## src/rtl/sdram_pkg.sv

```systemverilog
// Shared SDR SDRAM definitions: command encodings, mode register fields and
// the power-up init sequencer state encoding.
package sdram_pkg;

    // {cs_n, ras_n, cas_n, we_n}
    localparam logic [3:0] CMD_NOP       = 4'b0111;
    localparam logic [3:0] CMD_ACTIVE    = 4'b0011;
    localparam logic [3:0] CMD_READ      = 4'b0101;
    localparam logic [3:0] CMD_WRITE     = 4'b0100;
    localparam logic [3:0] CMD_PRECHARGE = 4'b0010;
    localparam logic [3:0] CMD_AREF      = 4'b0001;
    localparam logic [3:0] CMD_LMR       = 4'b0000;

    // Mode register fields: {reserved[11:10], wb[9], opmode[8:7], cl[6:4], bt[3], bl[2:0]}
    localparam logic [2:0] MR_BL_1      = 3'b000;
    localparam logic [2:0] MR_BL_2      = 3'b001;
    localparam logic [2:0] MR_BL_4      = 3'b010;
    localparam logic [2:0] MR_BL_8      = 3'b011;
    localparam logic       MR_BT_SEQ    = 1'b0;
    localparam logic       MR_BT_INTLV  = 1'b1;
    localparam logic [2:0] MR_CL_2      = 3'b010;
    localparam logic [2:0] MR_CL_3      = 3'b011;
    localparam logic       MR_WB_BURST  = 1'b0;
    localparam logic       MR_WB_SINGLE = 1'b1;
    localparam logic [11:0] MR_DEFAULT  =
        {2'b00, MR_WB_BURST, 2'b00, MR_CL_3, MR_BT_SEQ, MR_BL_4};

    typedef logic [2:0] state_t;
    localparam state_t ST_WAIT_PWR = 3'd0;
    localparam state_t ST_PRECH    = 3'd1;
    localparam state_t ST_WAIT_RP  = 3'd2;
    localparam state_t ST_REF      = 3'd3;
    localparam state_t ST_WAIT_RFC = 3'd4;
    localparam state_t ST_MRS      = 3'd5;
    localparam state_t ST_WAIT_MRD = 3'd6;
    localparam state_t ST_DONE     = 3'd7;

    function automatic int max_int(input int a, input int b);
        return (a > b) ? a : b;
    endfunction

endpackage

```

## src/rtl/sdram_init.sv

```systemverilog
// SDR SDRAM power-up init sequencer: NOP wait, PRECHARGE ALL, N x AUTO REFRESH,
// LOAD MODE, then sticky init_done. SDRAM_INIT_SIM_EN shortens the power-up wait to 20 cycles.
module sdram_init
    import sdram_pkg::*;
#(
    parameter int          T_POWERUP = 10000,
    parameter int          T_RP      = 2,
    parameter int          T_RFC     = 4,
    parameter int          REF_COUNT = 8,
    parameter int          T_MRD     = 2,
    parameter logic [11:0] MODE_REG  = 12'h032
) (
    input  logic        clk,
    input  logic        rst,
    output logic [3:0]  cmd,
    output logic [11:0] addr,
    output logic [1:0]  ba,
    output logic        cke,
    output logic        init_done
);

`ifdef SDRAM_INIT_SIM_EN
    localparam int PWR_CYC = 20;
`else
    localparam int PWR_CYC = T_POWERUP;
`endif

    localparam int CNT_W = $clog2(max_int(max_int(T_POWERUP, PWR_CYC),
                                  max_int(T_RP, max_int(T_RFC, T_MRD))) + 1);
    localparam int RC_W  = $clog2(REF_COUNT + 1);

    // Each wait state covers the gap minus the one-cycle command state before it.
    localparam logic [CNT_W-1:0] PWR_LAST = CNT_W'(PWR_CYC - 1);
    localparam logic [CNT_W-1:0] RP_LAST  = CNT_W'(T_RP - 2);
    localparam logic [CNT_W-1:0] RFC_LAST = CNT_W'(T_RFC - 2);
    localparam logic [CNT_W-1:0] MRD_LAST = CNT_W'(T_MRD - 2);
    localparam logic [RC_W-1:0]  REF_N    = RC_W'(REF_COUNT);
    localparam logic [RC_W-1:0]  REF_LAST = RC_W'(REF_COUNT - 1);

    state_t            state_q, state_d;
    logic [CNT_W-1:0]  cnt_q, cnt_d;
    logic [RC_W-1:0]   ref_cnt_q, ref_cnt_d;
    logic [3:0]        cmd_q, cmd_d;
    logic [11:0]       addr_q, addr_d;
    logic [1:0]        ba_q, ba_d;
    logic              cke_q, cke_d;
    logic              done_q, done_d;

    always_comb begin
        state_d   = state_q;
        cnt_d     = cnt_q + 1'b1;
        ref_cnt_d = ref_cnt_q;
        case (state_q)
            ST_WAIT_PWR: if (cnt_q == PWR_LAST) state_d = ST_PRECH;
            ST_PRECH:    state_d = (T_RP > 1) ? ST_WAIT_RP : ST_REF;
            ST_WAIT_RP:  if (cnt_q == RP_LAST) state_d = ST_REF;
            ST_REF: begin
                ref_cnt_d = ref_cnt_q + 1'b1;
                if (T_RFC > 1)
                    state_d = ST_WAIT_RFC;
                else
                    state_d = (ref_cnt_q == REF_LAST) ? ST_MRS : ST_REF;
            end
            ST_WAIT_RFC: if (cnt_q == RFC_LAST) state_d = (ref_cnt_q == REF_N) ? ST_MRS : ST_REF;
            ST_MRS:      state_d = (T_MRD > 1) ? ST_WAIT_MRD : ST_DONE;
            ST_WAIT_MRD: if (cnt_q == MRD_LAST) state_d = ST_DONE;
            ST_DONE:     cnt_d = cnt_q;
            default:     state_d = ST_WAIT_PWR;
        endcase
        if (state_d != state_q) cnt_d = '0;
    end

    // Pins are decoded from the next state so every output comes straight off a flop.
    always_comb begin
        cmd_d  = CMD_NOP;
        addr_d = '0;
        ba_d   = '0;
        cke_d  = 1'b1;
        done_d = (state_d == ST_DONE);
        case (state_d)
            ST_PRECH: begin
                cmd_d      = CMD_PRECHARGE;
                addr_d[10] = 1'b1;
            end
            ST_REF:  cmd_d = CMD_AREF;
            ST_MRS: begin
                cmd_d  = CMD_LMR;
                addr_d = MODE_REG;
            end
            default: ;
        endcase
    end

    always_ff @(posedge clk or posedge rst) begin
        if (rst) begin
            state_q   <= ST_WAIT_PWR;
            cnt_q     <= '0;
            ref_cnt_q <= '0;
            cmd_q     <= CMD_NOP;
            addr_q    <= '0;
            ba_q      <= '0;
            cke_q     <= 1'b0;
            done_q    <= 1'b0;
        end else begin
            state_q   <= state_d;
            cnt_q     <= cnt_d;
            ref_cnt_q <= ref_cnt_d;
            cmd_q     <= cmd_d;
            addr_q    <= addr_d;
            ba_q      <= ba_d;
            cke_q     <= cke_d;
            done_q    <= done_d;
        end
    end

    assign cmd       = cmd_q;
    assign addr      = addr_q;
    assign ba        = ba_q;
    assign cke       = cke_q;
    assign init_done = done_q;

endmodule

```

## config.mk

```make
export PLATFORM = sky130hd
export DESIGN_NAME = sdram_init
export DESIGN_NICKNAME = d
export VERILOG_FILES = /design/src/rtl/sdram_pkg.sv /design/src/rtl/sdram_init.sv
export SDC_FILE = /design/constraint.sdc
export NUM_CORES = 1
export LEC_CHECK = 0
export ABC_AREA = 1
export ABC_CLOCK_PERIOD_IN_PS = 1500
export CAP_MARGIN = 20
export CORE_MARGIN = 1
export CORE_UTILIZATION = 49
export CTS_CLUSTER_DIAMETER = 40
export DETAILED_ROUTE_END_ITERATION = 6
export PLACE_DENSITY_LB_ADDON = 0.2
export SYNTH_ARGS = -nofsm -noshare
export SYNTH_HDL_FRONTEND = slang
export SYNTH_SLANG_ARGS = --single-unit
```

## constraint.sdc

```tcl
create_clock -name clk -period 1.5 [get_ports clk]
set_input_delay 0.15 -clock clk [delete_from_list [all_inputs] [get_ports clk]]
set_output_delay 0.15 -clock clk [all_outputs]
set_load 0.01 [all_outputs]
```

==> summary.txt <==
Run status
  – Status: finished, violations left
  – Violated checks: setup timing

Synthesis
  – Yosys top cell area share: about 39%
  – Yosys warning total: 0
  – Share of the yosys chip area belonging to registers: approximately 44%
  – Post-synth ARST share: 100.0%
  – Mapped Cells: roughly 190
  – Mapped cell area: roughly 1600 sq um
  – FF+latch count, synth: 28
  – Netlist cell types: 28
  – Top cells by area, synth: dfrtp_1 39%, nand2_1 8.4%, buf_4 6.0%, nor2_1 5.8%, inv_1 5.1%
  – Synth Flop Type: dfrtp_1
  – Post-synth top area cell: dfrtp_1
  – Syn_area_per_cell: 8.369 sq um
  – Post-synth EDFFs: 0

Place
  – IO buf count: 10
  – Gp weighted congestion: a little under 0.9
  – DPL Wire Length: 2343 um
  – Placed insts: around 270

Clock network
  – Clk slew on worst S/H paths: between 0.15 and 0.2 ns
  – Clock buffer depth: 2
  – CTS H-tree depth: 1
  – Root buffer cell: clkbuf_4
  – Worst-Skew Late Latency: approximately 0.33 ns
  – Hold buffers post-CTS: 0
  – Num CTS Buffers: 3
  – Clock Sinks: 28
  – TritonCTS clock tree: yes

Route
  – Final ANT Viol Nets: 0
  – Routed length per instance: between 10 and 15 um
  – DRC viols: 0
  – Number of iterations in the first detailed-routing pass: 4
  – DR iter-0 viols: 36
  – Via count: about 1,400
  – Vias/cell: 4.928
  – Drt total wl: 3625 um

Timing
  – TNS Setup: -1.526 ns
  – Clk_skew: roughly 0.00095 ns
  – Least-Margin Pin Slew: between 0.4 and 0.5 ns
  – Min Tclk post-route: approximately 1.6 ns
  – Headroom to the max-slew limit: between 60% and 70%
  – Fin crit share: 108.1%
  – Final setup violation count: 17
  – Final worst setup slack: -0.1210 ns
  – F_max: a little over 600 MHz
  – Unrepaired setup endpoints after global routing: yes
  – Final Max Tran Viols: 0
  – Final hold violations: 0

Floorplan
  – Placeable Area: between 3000 and 4000 sq um
  – Die area: around 3500 sq um
  – Width of the die: around 59 um
  – # IOs: 22
  – Cell Rows: 20
  – Die H: ~59 um
  – Starting Density: a little over half

Critical path
  – Crit Path Max Fanout: 11
  – CP required: approximately 1.7 ns
  – Startpoint types: flip-flop
  – Worst EP arrival: about 1.9 ns
  – Crit Path Category: reg -> reg
  – Worst Setup End Kind: flip-flop

Pwr
  – Leak pwr: about 1 nW
  – Cell Pwr Density: ~600 nW/um^2
  – Maximum VDD drop: between 0.0003 and 0.0004 V

Run
  – Max Cap Viol: 0

Final layout
  – Share of layout cells above drive strength 1: between 30% and 40%
  – Layout area overhead: 31.60%
  – Final-stage net count: approximately 240
  – Diode count: 0
  – Finished Layout Cells: 277

Global routing
  – Initial antenna violation count: 0
  – Gr ovfl total: 0
  – Global-route wire length before repair: between 6000 and 7000 um
  – Largest net degree at the start of global routing: 29
  – Total GRT Usage: ~23%
  – Vias in the first global route: roughly 1,400

Worst hold path
  – Worst Hold Class: in -> async
==> area by class of cell <==
cell class | instances | area (sq um)
clock inverters | 1 | 30.03
inverters | 24 | 100.1
multi-input cells | 135 | 874.6
flip-flops and latches | 28 | 706.9
well taps | 44 | 55.05
clock buffers | 3 | 22.52
fillers | 235 | 952.2
repair buffers | 42 | 336.6
==> layer usage <==
metal / routed length, um / share of wire [%] / track usage [%]
met5: 0 / 0 / 0
met4: 48 / 1.3 / 9.864
met3: 98 / 2.7 / 3.930
met2: 1961 / 54 / 40.45
met1: 1517 / 42 / 27.56
==> worst paths after layout <==
| check | from | to | slack (ns) | cells after the start |
|---|---|---|---|---|
| worst max-delay path | cnt_q[1] | cnt_q[11] | -0.12 | 10 |
| worst min-delay path | rst | ref_cnt_q[3] | 0.15 | 3 |
| worst max register to register | cnt_q[1] | cnt_q[11] | -0.12 | 10 |
| worst min register to register | ref_cnt_q[3] | ref_cnt_q[3] | 0.49 | 1 |
| max in group asynchronous | rst | cmd[0] | 1.04 | 3 |
| min in group clk | ref_cnt_q[3] | ref_cnt_q[3] | 0.49 | 1 |
==> report_power, final <==
part,switching [mW],internal [mW]
combinational,0.0286,0.00644
sequential,0.000494,0.757
clock,0.238,0.270
total,0.268,1.03
==> critical path, cell delays in order, from the launching register on <==
cell and delay (ns):
dfrtp_2 0.49, ha_4 0.18, nand3_4 0.11, nor2_2 0.17, nand3_2 0.10, nand2_2 0.08, nor2_4 0.05, nand2_2 0.07
nand2_4 0.09, inv_8 0.12, nor3_2 0.04
==> per-stage QoR <==
stage          power (mW)  util (%)  worst slack [ns]  area, sq um  hold slack [ns]
2_1_floorplan      0.8163         -           0.01424         1653           0.2132
3_3_place_gp       0.8061     60.81           -0.1402         1872           0.4691
3_5_place_dp       0.8069     60.81           -0.2098         1872           0.4664
4_1_cts             1.315     66.22          -0.07144         2038           0.1625
5_1_grt             1.353     69.07           -0.2247         2126           0.1836
6_report            1.301     69.07           -0.1210         2126           0.1472
==> sequential cells by signal, summed over array words and instances, names as in the netlist <==
| name | count |
|---|---|
| cke | 1 |
| ref_cnt_q | 4 |
| state_q | 3 |
| addr | 2 |
| cnt_q | 14 |
| cmd | 3 |
| init_done | 1 |
==> synthesized netlist by cell type, types with 3 or more instances <==
library cell / number
nor2_1: 25
nor3_2: 3
dfstp_2: 3
nor2_2: 7
buf_6: 3
nand3_1: 11
nor3_1: 4
dfrtp_1: 25
nor4_1: 3
ha_1: 5
buf_4: 13
xor2_1: 8
nand4_1: 4
inv_1: 22
nand2_2: 3
nand2_1: 36
a21oi_1: 3
==> logic make-up (layout without fill, tap and decap cells) <==
| logic type | count (synthesis) | in the layout | synth area share (%) |
|---|---|---|---|
| DFF | 28 | 28 | 43.61 |
| AOI/OAI and AO/OA | 7 | 7 | 2.479 |
| other | 2 | 12 | 0.4649 |
| and+or+nand+nor | 101 | 101 | 30.44 |
| adders and majority gates | 5 | 5 | 3.873 |
| xor gates and xnor gates | 10 | 10 | 5.423 |
| buffers and inverters | 40 | 70 | 13.71 |
==> repair_timing <==
item,4_1_cts,5_1_grt
setup endpoints to repair,23,20
buffers inserted,4,2
resized for setup,27,21
pin swaps,10,4
==> placed cells by master, fill, tap and decap left out, drive strengths merged, types with 2 or more instances in the layout <==
master,synthesis,final
inv,24,24
nor4,3,3
xnor2,2,2
xor2,8,8
a21oi,4,4
nor2,32,32
clkdlybuf4s50,0,7
o21ai,2,2
ha,5,5
dfrtp,25,25
nand4,4,4
nand2,40,40
nor3,8,8
dlygate4sd2,0,3
conb,2,12
buf,16,32
dfstp,3,3
nand3,12,12
clkbuf,0,3
(Power assumes the default switching activity.)
